$ cat src/rtl/mnist_window_gen_if.sv
// mnist_window_gen_if: raster pixel stream in, 5x5 window stream out
interface mnist_window_gen_if #(
  parameter int PIX_W = 8,
  parameter int K = 5
);
  logic SOF;
  logic PIX_VALID;
  logic [PIX_W-1:0] PIX_IN;
  logic START;
  logic WIN_VALID;
  logic [4:0] X;
  logic [4:0] Y;
  logic [K*K*PIX_W-1:0] IMGIN;
  logic WIN_LAST;
  logic BUSY;
  modport master (
    output SOF, PIX_VALID, PIX_IN,
    input START, WIN_VALID, X, Y, IMGIN, WIN_LAST, BUSY
  );
  modport slave (
    input SOF, PIX_VALID, PIX_IN,
    output START, WIN_VALID, X, Y, IMGIN, WIN_LAST, BUSY
  );
endinterface

$ cat src/rtl/mnist_window_gen.sv
// mnist_window_gen: turns a raster image stream into every KxK window for simpleCNN
module mnist_window_gen #(
  parameter int IMG_W = 28,
  parameter int IMG_H = 28,
  parameter int K = 5,
  parameter int PIX_W = 8
) (
  input logic CLK,
  input logic nRST,
  mnist_window_gen_if.slave bus
);
  typedef enum logic {IDLE, RUN} state_t;
  localparam logic [4:0] C_MAX = 5'(IMG_W - 1);
  localparam logic [4:0] R_MAX = 5'(IMG_H - 1);
  localparam logic [4:0] K_M1 = 5'(K - 1);
  state_t state, state_nx;
  logic [4:0] r, c, r_nx, c_nx, cur_r, cur_c;
  logic sof_acc, acc, last, emit;
  logic [PIX_W-1:0] lb [K-1][IMG_W];
  logic [PIX_W-1:0] win [K][K];
  logic [PIX_W-1:0] win_nx [K][K];
  logic [PIX_W-1:0] col [K];
  logic [K*K*PIX_W-1:0] img_nx;
  // SOF restarts the frame at (0,0) from any state; otherwise only RUN accepts
  always_comb begin
    sof_acc = bus.PIX_VALID && bus.SOF;
    acc = sof_acc || (bus.PIX_VALID && state == RUN);
    cur_r = sof_acc ? '0 : r;
    cur_c = sof_acc ? '0 : c;
    last = cur_r == R_MAX && cur_c == C_MAX;
    emit = acc && cur_r >= K_M1 && cur_c >= K_M1;
    state_nx = acc ? (last ? IDLE : RUN) : state;
    c_nx = !acc ? c : (cur_c == C_MAX ? '0 : cur_c + 5'd1);
    r_nx = !acc ? r : (last ? '0 : cur_r + 5'(cur_c == C_MAX));
  end
  // frame position and state registers
  always_ff @(posedge CLK) begin
    if (!nRST) begin
      state <= IDLE;
      r <= '0;
      c <= '0;
    end else begin
      state <= state_nx;
      r <= r_nx;
      c <= c_nx;
    end
  end
  // column from the line buffers plus the new pixel shifts into the window's right edge
  always_comb begin
    col[K-1] = bus.PIX_IN;
    for (int k = 0; k < K-1; k++) col[k] = lb[k][cur_c];
    img_nx = '0;
    for (int k = 0; k < K; k++) begin
      for (int l = 0; l < K-1; l++) win_nx[k][l] = win[k][l+1];
      win_nx[k][K-1] = col[k];
      for (int l = 0; l < K; l++) img_nx[(k*K+l)*PIX_W +: PIX_W] = win_nx[k][l];
    end
  end
  // line buffers rotate up one row at the current column; contents need no reset
  always_ff @(posedge CLK) begin
    if (acc) begin
      for (int k = 0; k < K-1; k++) lb[k][cur_c] <= col[k+1];
      win <= win_nx;
    end
  end
  // registered outputs; window fields hold between emissions
  always_ff @(posedge CLK) begin
    if (!nRST) begin
      bus.START <= 1'b0;
      bus.WIN_VALID <= 1'b0;
      bus.WIN_LAST <= 1'b0;
      bus.X <= '0;
      bus.Y <= '0;
      bus.IMGIN <= '0;
    end else begin
      bus.START <= sof_acc;
      bus.WIN_VALID <= emit;
      bus.WIN_LAST <= emit && last;
      if (emit) begin
        bus.X <= cur_r - K_M1;
        bus.Y <= cur_c - K_M1;
        bus.IMGIN <= img_nx;
      end
    end
  end
  assign bus.BUSY = state == RUN;
endmodule
$ cat src/flat_wrapper.sv
// flat-port wrapper written by rule: the top's interface ports become plain ports
module mnist_window_gen_flat 
#(
  parameter int IMG_W = 28,
  parameter int IMG_H = 28,
  parameter int K = 5,
  parameter int PIX_W = 8
)
  (CLK, nRST, bus_SOF, bus_PIX_VALID, bus_PIX_IN, bus_START, bus_WIN_VALID, bus_X, bus_Y, bus_IMGIN, bus_WIN_LAST, bus_BUSY);
  mnist_window_gen_if #(.PIX_W(PIX_W), .K(K)) bus_i ();
  input logic CLK;
  input logic nRST;
  input wire logic [$bits(bus_i.SOF)-1:0] bus_SOF;
  input wire logic [$bits(bus_i.PIX_VALID)-1:0] bus_PIX_VALID;
  input wire logic [$bits(bus_i.PIX_IN)-1:0] bus_PIX_IN;
  output wire logic [$bits(bus_i.START)-1:0] bus_START;
  output wire logic [$bits(bus_i.WIN_VALID)-1:0] bus_WIN_VALID;
  output wire logic [$bits(bus_i.X)-1:0] bus_X;
  output wire logic [$bits(bus_i.Y)-1:0] bus_Y;
  output wire logic [$bits(bus_i.IMGIN)-1:0] bus_IMGIN;
  output wire logic [$bits(bus_i.WIN_LAST)-1:0] bus_WIN_LAST;
  output wire logic [$bits(bus_i.BUSY)-1:0] bus_BUSY;
  assign bus_i.SOF = bus_SOF;
  assign bus_i.PIX_VALID = bus_PIX_VALID;
  assign bus_i.PIX_IN = bus_PIX_IN;
  assign bus_START = bus_i.START;
  assign bus_WIN_VALID = bus_i.WIN_VALID;
  assign bus_X = bus_i.X;
  assign bus_Y = bus_i.Y;
  assign bus_IMGIN = bus_i.IMGIN;
  assign bus_WIN_LAST = bus_i.WIN_LAST;
  assign bus_BUSY = bus_i.BUSY;
  mnist_window_gen #(.IMG_W(IMG_W), .IMG_H(IMG_H), .K(K), .PIX_W(PIX_W)) u_core (.CLK(CLK), .nRST(nRST), .bus(bus_i));
endmodule
$ cat config.mk
export PLATFORM = sky130hd
export DESIGN_NAME = mnist_window_gen_flat
export DESIGN_NICKNAME = d
export VERILOG_FILES = /design/src/rtl/mnist_window_gen_if.sv /design/src/rtl/mnist_window_gen.sv /design/src/flat_wrapper.sv
export SDC_FILE = /design/constraint.sdc
export NUM_CORES = 1
export LEC_CHECK = 0
export CORE_UTILIZATION = 55
export DETAILED_ROUTE_END_ITERATION = 8
export PLACE_DENSITY_LB_ADDON = 0.3
export SLEW_MARGIN = 10
export SYNTH_ARGS = -nofsm -noshare
export SYNTH_HDL_FRONTEND = slang
export SYNTH_SLANG_ARGS = --single-unit
$ cat constraint.sdc
create_clock -name CLK -period 8.7 [get_ports CLK]
set_input_delay 1.74 -clock CLK [delete_from_list [all_inputs] [get_ports CLK]]
set_output_delay 1.74 -clock CLK [all_outputs]
set_load 0.02 [all_outputs]
Yosys cells after proc, flatten, opt, wreduce, memory -nomap -nowiden
Memory sizes are Yosys's and may differ from the RTL's.
Index checks and enable logic that the tools add are counted.
{ "op_classes": {"magnitude_cmp": 4, "n_eq_ne": 2, "n_bitwise": 1, "mux": 21, "n_reduce_logical": 8, "add_sub_neg": 4} }
{ "ops": {"columns": ["op", "n"], "rows": [
  ["224-bit two-way mux", 1],
  ["8-bit binary-select mux with 5-bit select", 4],
  ["8-bit two-way mux", 9],
  ["8-bit demux with 5-bit select", 1],
  ["5-bit two-way mux", 4],
  ["5-bit == test, second input constant", 2],
  ["5-bit by 3-bit >= comparator with 1-bit output, second input constant", 2],
  ["5-bit by 3-bit subtractor with 5-bit output, second input constant", 2],
  ["1-bit logical AND", 7],
  ["6-bit >= comparator, second input constant", 1],
  ["6-bit by 1-bit less-than comparator with 1-bit output, second input constant", 1],
  ["5-bit NOT with 6-bit output", 1],
  ["5-bit by 1-bit adder with 5-bit output", 1],
  ["5-bit by 1-bit adder with 5-bit output, second input constant", 1],
  ["1-bit two-way mux", 2],
  ["1-bit logical OR", 1]
]} }
{ "totals": {"output_inout_bits": 214, "ramBits": 896, "ff_bits": 384, "wordCells": 70, "memories": 1} }
{ "memory_table": {"columns": ["memory", "depth", "width", "read_ports", "rd_ports_with_merged_regs", "wr", "line_no", "rtl"], "rows": [
  ["u_core.lb", 4, 224, 4, 0, 4, "mnist_window_gen.sv:19", "logic [PIX_W-1:0] lb [K-1][IMG_W];"]
]} }

Depth between registers and ports, before layout
{ "depth": {"word_depth": 8, "depth_mapped": 16} }

Worst setup path before layout
No wires, ideal clock.
{ "synth_path": {"kind": "input -> register", "start": "input port bus_SOF", "end": "memory u_core.lb[0][0] (netlist bit) (enable)", "path_slack_ps": 945, "cell_stages": 5, "arrival_ps": 7324, "path_cell_list": "buf_4 -> o21ai_2 -> clkinv_1 -> nand2_1 -> nor2_1"} }
{ "synth_lines": {"columns": ["element", "line_no", "rtl"], "rows": [
  ["start, declared", "flat_wrapper.sv:13", "input wire logic [$bits(bus_i.SOF)-1:0] bus_SOF;"],
  ["end, declared", "mnist_window_gen.sv:19", null]
]} }

==> impl_metrics.tcl <==
set metrics [dict create \
    finalClockSkew_ns 0.0308 \
    synthToLayoutAreaGrowth_pct 15.2 \
    path_clk_slew_ns 0.06 \
    die_area_sq_um 91900 \
    grt_pass1_vias 29528 \
    place_congestion 0.810 \
    status "finished clean" \
    crit_type "input pin to flip-flop" \
    layout_commonest_cell "edfxtp_1" \
    final-setup-viol-count 0 \
    mostFrequentLayoutCells "1,056 x edfxtp_1, 543 x nand2_1, 224 x clkdlybuf4s50_1, 222 x dfxtp_1, 190 x mux2i_1" \
    tritoncts "yes" \
    synth_area_leaders "edfxtp_1 64%, dfxtp_1 9.0%, nand2_1 4.1%" \
    peakVddDrop_v 0.000173 \
    vias_per_cell 6.18 \
    firstDrtPassIters 8 \
    rsz0062_at_grt "no" \
    ys_seq_elements 1280 \
    clk_path_buf_depth 3 \
    synthCells 3562 \
    cts_inserted_buffers 130 \
    fp.dieW_um 303 \
    worstPathArrival_ns 6.30 \
    grt_usage_pct 27.8 \
    cts_htree_levels 4 \
    hpwlAfterDp_um 72200 \
    postRouteAntennaNets 0 \
    routed_wl_um 128000 \
    ys_seq_area_share_pct 72.6 \
    io-pin-count 226 \
    max_freq_mhz 170 \
    syn_avg_cell_area_sq_um 14.0 \
    first_iter_violations 3854 \
    power_density_nw_per_um2 224 \
    synth_edf_count 1056 \
    ys_types 58 \
    finalPower_mw 12.9 \
    grt_overflow 0 \
    grt_max_degree 177 \
    yosysTopAreaCellShare_pct 63.6 \
    dpl_worst_slack_ns 2.10 \
    syn_nets 3587 \
    row_count 110 \
    vias 30956 \
    hold_violations 0 \
    antenna_found_initial 5 \
    grt_pass1_wl_um 188000 \
    syn_area_sq_um 49900 \
    initial_utilization_pct 55.5 \
    leakage_nw 18.5 \
    coreArea_sq_um 89900 \
    layout.cells.non_filler 5011 \
    wl_per_cell_um 25.6 \
    post_cts_buffers 0 \
    layout_min_cycle_time_ns 5.90 \
    ys_warn_count 0 \
    tightestPinTransition_ns 1.27 \
    max_slew_margin_pct 14.8 \
    slew_viol_final 0 \
    cp-end-kind "flip-flop" \
    synthFlopType "edfxtp_1" \
    cp.required_ns 9.11 \
    period_share_pct 67.8 \
    async_reset_ff_share_pct 0 \
    crit_fanout 37 \
    yosysTopAreaCell "edfxtp_1" \
    root_buffer "clkbuf_16" \
    fin_nets 3755 \
    drive_above_1_share_pct 10.3 \
    drc 0 \
    ctsResizeCount 0 \
    dp.cells 4774 \
    fin_tns_setup_ns 0 \
    maxCapViolCount 0 \
    fillCellCount 6469 \
    startpoint_type "input pin" \
    setup_slack_ns 2.80 \
    port-buffer-count 225 \
    holdBufCountCts 0 \
    die_y_um 303 \
    insertion_delay_ns 0.73 \
    cts_num_sinks 1280 \
    hp-class "flip-flop to flip-flop" \
]
[layout make-up]
type | instances | area [sq um] | area share (%)
timing repair buffer | 295 | 2840 | 4.95
tap | 1176 | 1470 | 2.56
clock buffer | 181 | 3640 | 6.34
sequential | 1280 | 36200 | 63.0
clock inverter | 53 | 492 | 0.856
antenna | 3 | 7.51 | 0.0131
multi-input combinational | 2013 | 12700 | 22.2
inverter | 10 | 45.0 | 0.0784
[critical path, cell delays in order]
cell             delay (ns)
clkdlybuf4s50_1        0.95
a21bo_4                0.64
inv_2                  0.72
ha_1                   0.38
nand2_1                0.40
nor2_4                 1.06
buf_4                  0.36
[report_power, final]
group	leakage [nW]	internal (mW)	total (mW)	switching, mW
combinational	5.09	0.170	0.633	0.463
sequential	11.4	6.79	6.83	0.0366
clock	2.01	3.16	5.43	2.27
[per-layer routing]
layer	vias to the layer above	global-route usage (%)	part of all wire, %
met2	1678	42.5	46
li1	13697	-	-
met4	0	9.83	2.8
met5	-	0	0
met3	236	6.19	11
met1	15345	39.5	41
[registers in the layout, summed over array words and instances (netlist names)]
signal and flops:
u_core.lb 896, u_core.bus.IMGIN 200, u_core.img_nx 160, u_core.bus.X 5, u_core.bus.Y 5, u_core.c 5
u_core.r 5, u_core.bus.BUSY 1, u_core.bus.START 1, u_core.bus.WIN_LAST 1, u_core.bus.WIN_VALID 1
[per-stage QoR]
| step | util, % | hold WS (ns) | cell area, sq um |
|---|---|---|---|
| 2_1_floorplan | - | 0.426 | 49900 |
| 3_3_place_gp | 59.3 | 0.427 | 53300 |
| 3_5_place_dp | 59.3 | 0.431 | 53300 |
| 4_1_cts | 63.9 | 0.433 | 57400 |
| 5_1_grt | 63.9 | 0.452 | 57400 |
| 6_report | 63.9 | 0.437 | 57400 |
[cell families (layout without fill, tap and decap cells)]
kind of cell	count (synthesis)	in the layout	synth area share (%)
simple gates	960	960	8.16
compound gates	784	784	11.2
other cells	0	3	0
fa+ha+maj	13	13	0.326
xor+xnor	6	6	0.105
flops	1280	1280	72.6
buf+inv	269	539	2.44
mux	250	250	5.17
[cells in the mapped netlist (3+ instances only)]
cell / number
o21a_1: 30
xnor2_1: 4
a22oi_1: 37
o31a_1: 25
nand2_1: 544
and3_1: 3
a21boi_0: 19
buf_6: 5
o21ba_2: 5
nand4_1: 8
or2_2: 25
nor2_1: 217
o221ai_1: 154
and2_1: 7
nor3_1: 3
edfxtp_1: 1056
buf_4: 10
mux2i_1: 190
a32oi_1: 26
buf_2: 106
a21oi_1: 155
o22ai_1: 3
inv_1: 7
a221o_1: 4
o211a_1: 4
mux2_2: 60
nor2b_1: 106
dfxtp_1: 224
ha_1: 13
a211oi_1: 5
a21boi_1: 160
o21ai_0: 47
clkbuf_1: 123
nand3_1: 34
a31oi_1: 97
nand2b_1: 4
buf_1: 15
[final timing paths]
kind / start / endpoint / slack, ns / cells after the start
min: u_core.img_nx[23] / u_core.img_nx[15] / 0.44 / 0
max reg2reg: u_core.c[0] / u_core.bus.IMGIN[77] / 3.76 / 8
max: bus_SOF / u_core.lb[1][33] / 2.80 / 7
min reg2reg: u_core.img_nx[23] / u_core.img_nx[15] / 0.44 / 0
Note: power is estimated with default switching activity, not from simulation.
